`src/rtl/dispatcher_iwrr.sv`:
```
// dispatcher_iwrr: one source stream dispatched to P_CONSUMER_NUM consumers in
// interleaved weighted round-robin order, through a single output buffer.
//
// Ports:
//   clk, rst_n   - clock, asynchronous active-low reset
//   src_valid_i  - source item valid
//   src_data_i   - source payload
//   src_ready_o  - source item accepted when src_valid_i & src_ready_o
//   cons_en_i    - per-consumer enable mask; disabled consumers are skipped
//   dst_valid_o  - one-hot (or zero) valid toward the consumers
//   dst_data_o   - buffered payload, broadcast to all consumers
//   dst_ready_i  - per-consumer ready
module dispatcher_iwrr #(
  parameter int unsigned                    P_CONSUMER_NUM    = 3,
  parameter logic [0:P_CONSUMER_NUM*32-1]   P_CONSUMER_WEIGHT = {32'd5, 32'd3, 32'd2},
  parameter int unsigned                    P_DATA_W          = 32
) (
  input  logic                      clk,
  input  logic                      rst_n,
  input  logic                      src_valid_i,
  input  logic [P_DATA_W-1:0]       src_data_i,
  output logic                      src_ready_o,
  input  logic [P_CONSUMER_NUM-1:0] cons_en_i,
  output logic [P_CONSUMER_NUM-1:0] dst_valid_o,
  output logic [P_DATA_W-1:0]       dst_data_o,
  input  logic [P_CONSUMER_NUM-1:0] dst_ready_i
);

  localparam int unsigned W0 = P_CONSUMER_WEIGHT[0:31];
  localparam int unsigned RW = (W0 > 1) ? $clog2(W0) : 1;
  localparam int unsigned PW = (P_CONSUMER_NUM > 1) ? $clog2(P_CONSUMER_NUM) : 1;

  function automatic int unsigned weight(input int unsigned idx);
    return P_CONSUMER_WEIGHT[idx*32 +: 32];
  endfunction

  logic [RW-1:0]             round_q;
  logic [PW-1:0]             ptr_q;
  logic [P_CONSUMER_NUM-1:0] tgt_q;   // one-hot target; zero means buffer empty
  logic [P_DATA_W-1:0]       data_q;

  logic                      hit_a, hit_b, hit_c;
  logic [PW-1:0]             idx_a, idx_b, idx_c;
  logic                      last_round;
  logic [RW-1:0]             sel_round;
  logic [PW-1:0]             sel_idx;
  logic [P_CONSUMER_NUM-1:0] sel_onehot;
  logic                      drain;
  logic                      accept;

  // Lowest eligible index in three candidate places: current round above the
  // pointer, the next round, and round 0. Descending scan leaves the lowest hit.
  always_comb begin
    hit_a = 1'b0;
    hit_b = 1'b0;
    hit_c = 1'b0;
    idx_a = '0;
    idx_b = '0;
    idx_c = '0;
    for (int i = int'(P_CONSUMER_NUM) - 1; i >= 0; i--) begin
      if (cons_en_i[i] && weight(i) > 32'(round_q) && i > int'(ptr_q)) begin
        hit_a = 1'b1;
        idx_a = PW'(i);
      end
      if (cons_en_i[i] && weight(i) > 32'(round_q) + 32'd1) begin
        hit_b = 1'b1;
        idx_b = PW'(i);
      end
      if (cons_en_i[i]) begin
        hit_c = 1'b1;
        idx_c = PW'(i);
      end
    end
  end

  always_comb begin
    last_round = (32'(round_q) == W0 - 1);
    if (hit_a) begin
      sel_round = round_q;
      sel_idx   = idx_a;
    end else if (!last_round && hit_b) begin
      sel_round = round_q + RW'(1);
      sel_idx   = idx_b;
    end else begin
      sel_round = '0;
      sel_idx   = idx_c;
    end
    for (int i = 0; i < int'(P_CONSUMER_NUM); i++) begin
      sel_onehot[i] = (PW'(i) == sel_idx);
    end
  end

  assign drain       = |(tgt_q & dst_ready_i);
  // Gated by rst_n so the source sees no ready while reset is held.
  assign src_ready_o = rst_n & (|cons_en_i) & (~(|tgt_q) | drain);
  assign accept      = src_valid_i & src_ready_o & hit_c;

  always_ff @(posedge clk or negedge rst_n) begin
    if (!rst_n) begin
      round_q <= RW'(W0 - 1);
      ptr_q   <= PW'(P_CONSUMER_NUM - 1);
      tgt_q   <= '0;
      data_q  <= '0;
    end else if (accept) begin
      round_q <= sel_round;
      ptr_q   <= sel_idx;
      tgt_q   <= sel_onehot;
      data_q  <= src_data_i;
    end else if (drain) begin
      tgt_q   <= '0;
    end
  end

  assign dst_valid_o = tgt_q;
  assign dst_data_o  = data_q;

endmodule

```
`config.mk`:
```
export PLATFORM = sky130hd
export DESIGN_NAME = dispatcher_iwrr
export DESIGN_NICKNAME = d
export VERILOG_FILES = /design/src/rtl/dispatcher_iwrr.sv
export SDC_FILE = /design/constraint.sdc
export NUM_CORES = 1
export LEC_CHECK = 0
export BUFFER_PORTS_ARGS = -buffer_cell sky130_fd_sc_hd__buf_2
export CORE_ASPECT_RATIO = 0.8
export CORE_UTILIZATION = 47
export DETAILED_ROUTE_END_ITERATION = 10
export PLACE_DENSITY = 0.79
export SETUP_SLACK_MARGIN = 0.2
export SLEW_MARGIN = 20
export SYNTH_ARGS = -nofsm -noshare
export SYNTH_HDL_FRONTEND = slang
export SYNTH_SLANG_ARGS = --single-unit
```
`constraint.sdc`:
```
create_clock -name clk -period 2.85 [get_ports clk]
set_clock_uncertainty 0.15 [all_clocks]
set_input_delay 0.285 -clock clk [delete_from_list [all_inputs] [get_ports clk]]
set_output_delay 0.285 -clock clk [all_outputs]
set_load 0.02 [all_outputs]
```
==> impl_metrics.toml, run 1 <==
[global_route]
grt_pass1_vias = 1265
grt-ovfl-total = 0
grt_max_degree = 41
antenna_found_initial = 0
grt_pass1_wl_um = 5750
grt_usage = 0.186

[sta]
max_freq_mhz = 454
worst_slew_pin_slew_ns = 0.644
fin_tns_setup_ns = 0
min_period_ns = 2.20
period_share = 0.772
relSlewSlack = 0.567
setup_violations = 0
drv_slew = 0
fin_hold_ws_ns = 0.0701
rsz0062_at_grt = "false"
hold_violations = 0

[synthesis]
ys_types = 35
async_flop_share = 1.00
synth_nets = 179
ys_ff_latch = 40
ys_warn_count = 0
ys_seq_area_frac = 0.553
yosys-top-cells-area = "dfrtp_1 (52%), mux2_4 (12%), mux2_2 (11%)"
post_synth.cell_area_avg_sq_um = 13.5
synth_area_leader_cell = "dfrtp_1"
syn_inst = 134
yosysTopAreaCellShare = 0.524
synth_ff_type = "dfrtp_1"
netlist_area_sq_um = 1820
synth_edf_count = 0

[worst_setup_path]
critPathKind = "reg2reg"
slowest_delay_ns = 0.45
r2r_setup_slack_ns = 0.65
path_cells = "or3_1 > a211oi_4 > buf_12 > mux2_2"
r2r-end = "dst_data_o[8]"
startpoint = "dst_valid_o[2]"
cp.arrival_ns = 2.22
cp_num_cells = 4
required_ns = 2.87
slowest_stage = "or3_1"
worstSetupEndpoint = "dst_data_o[8]"
start_kind = "flop"
critPathCaptureType = "flop"
worst-path-max-fanout = 34
critPathTopFamily = "simple AND/OR/NAND/NOR gates"
cp_num_buf_inv = 1
ff2ff_path_depth = 4
r2r-start = "dst_valid_o[2]"

[floorplan]
io_pins = 77
dieArea_sq_um = 4120
fp-row-count = 19
start_util = 0.509
core_sq_um = 3570
die_w_um = 71.5
die_h_um = 57.6

[routing]
num_vias = 1341
drtIter0Drc = 70
drc = 0
firstDrtPassIters = 4
wl_um = 3500
routedWlPerCell_um = 13.5
vias_per_cell = 5.18
route.antenna.remaining_nets = 0

[clocking]
cts_sinks = 40
post-cts-setup-buffers = 0
root_buffer = "clkbuf_8"
cts_made_buffers = 5
clk_path_buf_depth = 2
clk_pin_slew_ns = 0.07
htree_levels = 2
clk_latency_ns = 0.29
cts_tree = "yes"

[pwr]
p_leak_nw = 1.18
peakVddDrop_v = 0.000738
power_density_nw_per_um2 = 1170
power_mw = 2.77

[finish]
insertedDiodeCount = 0
stdcell_count = 259
drive_above_1_share = 0.567
area_growth_pct = 30.0
nets = 261
finish.utilization = 0.662

[run_status]
outcome = "completed"

[placement]
gp_congestion = 0.814
dp_hpwl_um = 2610
io_buffer_count = 76
dpl.cell_count = 250

[job]
maxCapViolCount = 0

[hold_path]
min_path_type = "in2reg"
[cell usage after synthesis (2+ instances only)]
master     n
ha_1       4
mux2_2    18
a211o_1    2
dfrtp_1   38
a21oi_1    4
inv_1      4
mux2_4    14
dfstp_2    2
o21ai_0    3
nor2_1     2
buf_6      2
nor2b_1    3
nand2_1   11
a32oi_1    2
nand3_1    3
and2_1     2
o21bai_1   2
[per-layer routing]
layer / vias to the layer above / wire length, um / GRT usage / part of all wire
li1: 642 / - / - / -
met2: 67 / 1470 / 0.273 / 0.42
met3: 7 / 290 / 0.0671 / 0.083
met4: 0 / 54 / 0.0784 / 0.015
met5: - / 0 / 0 / 0
met1: 625 / 1680 / 0.253 / 0.48
[metrics by stage]
step / instance area, sq um / worst slack (ns)
after global placement: 2260 / 0.725
after global routing: 2360 / 0.561
after detailed placement: 2260 / 0.659
final: 2360 / 0.649
after floorplan: 1820 / 0.698
after CTS: 2360 / 0.646
[sequential cells by signal, summed over array words and instances, names as in the netlist]
name / count
ptr_q: 2
dst_valid_o: 3
dst_data_o: 32
round_q: 3
[logic make-up after synthesis]
family          synth area share
buf+inv                   0.0296
compound gates            0.0951
fa+ha+maj                 0.0276
simple gates              0.0675
mux                        0.227
flops                      0.553
[how the worst min path moves through the flow]
stage	slack [ns]	start	to	cells past startpoint
global placement	0.24	rst_n	dst_data_o[30]	2
floorplan	-0.16	rst_n	dst_data_o[0]	0
CTS	0.06	src_data_i[22]	dst_data_o[22]	2
detailed placement	0.24	rst_n	dst_data_o[28]	2
finish	0.07	src_data_i[29]	dst_data_o[29]	2
global route	0.06	src_data_i[31]	dst_data_o[31]	2
[cell usage in the layout, fill, tap and decap left out, drive strengths merged]
cell / n
nor2b: 3
ha: 4
o221ai: 1
inv: 4
clkinv: 2
clkbuf: 6
a222oi: 1
nand4b: 1
o21bai: 2
a211o: 2
and2: 2
o32ai: 1
or2: 1
nor2: 2
buf: 79
a32oi: 2
or3: 1
nand2: 11
a211oi: 1
dlygate4sd3: 1
nand2b: 1
o31ai: 1
a21boi: 1
a2111oi: 1
mux2: 32
nand3: 3
dfrtp: 38
o21ai: 4
dfstp: 2
a21o: 1
o2bb2ai: 1
o211ai: 1
a21oi: 4
[power breakdown]
group	total [mW]	leakage (nW)	internal [mW]	switching [mW]
logic	1.35	0.652	0.624	0.725
clock network	0.375	0.0510	0.193	0.182
registers	1.04	0.477	0.864	0.180
total	2.77	1.18	1.68	1.09
[area by class of cell]
| class | instances | area (sq um) |
|---|---|---|
| Multi-Input combinational cell | 85 | 771 |
| Sequential cell | 40 | 1000 |
| Tap cell | 42 | 52.6 |
| Fill cell | 278 | 1210 |
| Clock inverter | 2 | 10.0 |
| Clock buffer | 6 | 82.6 |
| Inverter | 4 | 15.0 |
| Timing Repair Buffer | 80 | 425 |
[what timing repair did]
action / in CTS / in global routing
gates resized for setup: 0 / 0
setup endpoints to repair: 0 / 0
hold buffers: 1 / 0
hold endpoints to repair: 38 / 0
Note: power is estimated with default switching activity, not from simulation.
==> inputs of run 2 (changes only) <==
==> constraint.sdc (replaced) <==
create_clock -name clk -period 2.2 [get_ports clk]
set_clock_uncertainty 0.15 [all_clocks]
set_input_delay 0.22 -clock clk [delete_from_list [all_inputs] [get_ports clk]]
set_output_delay 0.22 -clock clk [all_outputs]
set_load 0.02 [all_outputs]
==> impl_metrics.toml, run 2 (synthesis results as in run 1) <==
[routing]
route.antenna.remaining_nets = 0
num_vias = 1478
drtIter0Drc = 47
drc = 0
routedWlPerCell_um = 15.4
wl_um = 4360
vias_per_cell = 5.22
firstDrtPassIters = 4

[worst_setup_path]
cp.arrival_ns = 2.08
critPathKind = "reg2reg"
path_cells = "or3_4 > a211oi_4 > buf_4 > buf_16 > mux2_4"
slowest_stage = "dfrtp_2"
slowest_delay_ns = 0.43
start_kind = "flop"
worst-path-max-fanout = 8
critPathCaptureType = "flop"
required_ns = 2.23

[clocking]
cts_sinks = 40
cts_made_buffers = 5
cts_tree = "yes"
clk_path_buf_depth = 2
clk_latency_ns = 0.29
root_buffer = "clkbuf_8"
htree_levels = 2
clk_pin_slew_ns = 0.07

[finish]
mostFrequentLayoutCell = "buf_2"
drive_above_1_share = 0.602
insertedDiodeCount = 0
layout_common_cells = "buf_2 (76), dfrtp_1 (36), mux2_4 (32)"
nets = 285
area_growth_pct = 51.5
largest_reg_flops = 32

[sta]
worst_slew_pin_slew_ns = 0.564
hold_violations = 0
setup_slack_ns = 0.144
min_period_ns = 2.06
setup_violations = 0
max_freq_mhz = 486
relSlewSlack = 0.623
drv_slew = 0
period_share = 0.935
fin_tns_setup_ns = 0
rsz0062_at_grt = "true"

[floorplan]
start_util = 0.509
dieArea_sq_um = 4120
core_sq_um = 3570
io_pins = 77
fp-row-count = 19
die_h_um = 57.6
die_w_um = 71.5

[global_route]
grt-ovfl-total = 0
grt_pass1_vias = 1470
grt_max_degree = 41
grt_pass1_wl_um = 6960
grt_usage = 0.229
antenna_found_initial = 0

[hold_path]
min_path_type = "in2reg"

[placement]
io_buffer_count = 76
dp_hpwl_um = 2660
gp_congestion = 0.810
dp_slack_ns = 0.151

[pwr]
p_leak_nw = 1.38
peakVddDrop_v = 0.000942
power_density_nw_per_um2 = 1510

[run_status]
outcome = "completed"

[job]
maxCapViolCount = 0
==> run 2: final timing paths <==
kind,cells past startpoint,endpoint,start,slack (ns)
min in group asynchronous,3,dst_data_o[13],rst_n,0.41
max in group asynchronous,3,round_q[2],rst_n,1.14
setup / recovery,5,dst_data_o[29],dst_valid_o[0],0.14
setup reg to reg,5,dst_data_o[29],dst_valid_o[0],0.14
hold reg to reg,2,ptr_q[1],ptr_q[1],0.33
hold / removal,2,dst_data_o[14],src_data_i[14],0.01
==> run 2: power by group <==
part	switching (mW)	leakage, nW	internal [mW]
Clock	0.235	0.0552	0.336
Combinational	1.06	0.855	1.13
Sequential	0.260	0.474	1.12
==> run 2: layout make-up <==
type | count | area [sq um]
tap | 42 | 52.6
timing repair buffer | 104 | 699
clock buffer | 6 | 72.6
sequential | 40 | 1010
clock inverter | 2 | 35.0
multi-input combinational | 85 | 870
fill | 216 | 816
inverter | 4 | 15.0
==> run 2: critical path, delay by kind of cell, from the launching register on <==
family,cells,cell delay [ns]
AOI/OAI and AO/OA,1,0.32
buffers and inverters,2,0.33
DFF,1,0.43
muxes,1,0.30
and+or+nand+nor,1,0.41
==> run 2: stage by stage <==
step / cells / hold slack, ns / total power [mW] / util / area (sq um)
3_3_place_gp: 254 / 0.171 / 3.13 / 0.646 / 2300
4_1_cts: 280 / 0.000387 / 4.08 / 0.754 / 2690
5_1_grt: 283 / 0.000407 / 4.39 / 0.771 / 2750
6_report: 283 / 0.0119 / 4.14 / 0.771 / 2750
2_1_floorplan: 134 / -0.226 / 2.56 / - / 1820
3_5_place_dp: 254 / 0.173 / 3.17 / 0.646 / 2300
==> run 2: metal layers <==
layer  wire [um]  vias up  track usage
li1            -      693            -
met2        2100       67        0.382
met1        1910      709        0.286
met3         279        9       0.0601
met5           0        -            0
met4          72        0       0.0980
==> run 2: timing repair <==
action | CTS | global route
pin swaps | 3 | 6
resized for setup | 24 | 8
buffers inserted | 8 | 1
hold buffers | 8 | 2
setup endpoints to repair | 32 | 39
cloned | 2 | 0
endpoints found under the hold margin | 45 | 2
==> inputs of run 3 (changes only) <==
--- a/config.mk
+++ b/config.mk
@@ -6,10 +6,12 @@
 export NUM_CORES = 1
 export LEC_CHECK = 0
 export BUFFER_PORTS_ARGS = -buffer_cell sky130_fd_sc_hd__buf_2
+export CELL_PAD_IN_SITES_DETAIL_PLACEMENT = 1
+export CELL_PAD_IN_SITES_GLOBAL_PLACEMENT = 1
 export CORE_ASPECT_RATIO = 0.8
-export CORE_UTILIZATION = 47
+export CORE_UTILIZATION = 36
 export DETAILED_ROUTE_END_ITERATION = 10
-export PLACE_DENSITY = 0.79
+export PLACE_DENSITY_LB_ADDON = 0.1
 export SETUP_SLACK_MARGIN = 0.2
 export SLEW_MARGIN = 20
 export SYNTH_ARGS = -nofsm -noshare
==> impl_metrics.toml, run 3 (synthesis results as in run 1) <==
[run_status]
outcome = "completed"

[sta]
fin_tns_setup_ns = 0
worst_slew_pin_slew_ns = 0.498
rsz0062_at_grt = "true"
hold_violations = 0
setup_violations = 0
min_period_ns = 2.07
drv_slew = 0
relSlewSlack = 0.668
period_share = 0.941
max_freq_mhz = 483

[finish]
insertedDiodeCount = 0
final_area_sq_um = 2720
layout_common_cells = "buf_2 (76), dfrtp_1 (34), mux2_4 (23)"
drive_above_1_share = 0.614
largest_reg_flops = 32
mostFrequentLayoutCell = "buf_2"
area_growth_pct = 49.7
nets = 280

[routing]
wl_um = 4950
firstDrtPassIters = 4
routedWlPerCell_um = 16.7
drtIter0Drc = 63
route.antenna.remaining_nets = 0
vias_per_cell = 4.95
drc = 0
num_vias = 1465

[clocking]
cts_made_buffers = 5
clk_path_buf_depth = 2
clk_pin_slew_ns = 0.08
htree_levels = 2
cts_sinks = 40
root_buffer = "clkbuf_8"
cts_tree = "yes"
clk_latency_ns = 0.28

[floorplan]
core_sq_um = 4710
io_pins = 77
die_w_um = 81.4
fp-row-count = 22
dieArea_sq_um = 5330
start_util = 0.386
die_h_um = 65.5

[global_route]
antenna_found_initial = 0
grt_usage = 0.184
grt_pass1_vias = 1467
grt-ovfl-total = 0
grt_max_degree = 41
grt_pass1_wl_um = 7150

[worst_setup_path]
required_ns = 2.22
start_kind = "flop"
worst-path-max-fanout = 6
ff2ff_path_depth = 5
critPathKind = "reg2reg"
critPathCaptureType = "flop"
cp.arrival_ns = 2.09

[hold_path]
min_path_type = "in2reg"
holdPathStages = 2

[pwr]
p_switching_mw = 1.58
peakVddDrop_v = 0.000696
p_sw_frac = 0.378
pwr-share-comb = 0.514
p_int_mw = 2.60
p_leak_nw = 1.34
power_frac_seq = 0.330
power_density_nw_per_um2 = 1540
pwr-share-clk = 0.156

[placement]
place_area_sq_um = 2310
io_buffer_count = 76
dp_hpwl_um = 3230
gp_congestion = 0.811

[job]
maxCapViolCount = 0
-- run 3: worst paths after layout --
check	startpoint	to	slack (ns)
max	dst_valid_o[0]	dst_data_o[22]	0.13
min	src_data_i[24]	dst_data_o[24]	0.01
max reg2reg	dst_valid_o[0]	dst_data_o[22]	0.13
min reg2reg	ptr_q[1]	ptr_q[1]	0.33
max in group asynchronous	rst_n	dst_valid_o[0]	1.10
min in group asynchronous	rst_n	dst_data_o[19]	0.43
-- run 3: repair_timing --
item                                    4_1_cts  5_1_grt
pin swaps                                     1        5
gates resized for setup                       1       16
hold endpoints to repair                     38        5
cloned                                        0        4
buffers inserted                              1        7
endpoints found under the setup margin       34       38
hold buffers                                  1        5
-- run 3: stage by stage --
step / power [mW] / setup slack, ns / util / std cells / hold slack (ns)
3_5_place_dp: 3.20 / 0.152 / 0.491 / 270 / 0.204
4_1_cts: 3.88 / 0.136 / 0.522 / 280 / 0.000652
3_3_place_gp: 3.13 / 0.200 / 0.491 / 270 / 0.194
6_report: 4.17 / 0.130 / 0.577 / 296 / 0.0107
5_1_grt: 4.44 / 0.101 / 0.577 / 296 / 0.00429
2_1_floorplan: 2.56 / 0.0918 / - / 134 / -0.226
-- run 3: power by group through the flow --
| stage | Sequential (mW) | Clock (mW) | Combinational (mW) |
|---|---|---|---|
| after floorplan | 1.74 | 0 | 0.823 |
| final | 1.38 | 0.651 | 2.14 |
| after global routing | 1.43 | 0.706 | 2.30 |
| after CTS | 1.37 | 0.667 | 1.84 |
| after global placement | 1.35 | 0 | 1.77 |
| after detailed placement | 1.37 | 0 | 1.82 |
-- run 3: worst max-delay path: stages (launching register included) --
cell,delay [ns]
dfrtp_2,0.43
or3_4,0.42
a211oi_4,0.30
buf_12,0.19
clkbuf_16,0.16
mux2_4,0.31
-- run 3: final cells by class --
type,instances,area [sq um]
fill,521,1990
sequential,40,1010
multi-input combinational,85,823
timing repair buffer,99,669
clock buffer,7,96.3
tap,60,75.1
clock inverter,1,30.0
inverter,4,15.0
-- run 3: layer usage --
metal,GRT usage,part of all wire,up-vias,wire length (um)
li1,-,-,686,-
met1,0.241,0.43,726,2110
met2,0.283,0.50,49,2460
met3,0.0653,0.067,4,334
met4,0.0536,0.0097,0,48
met5,0,0,-,0
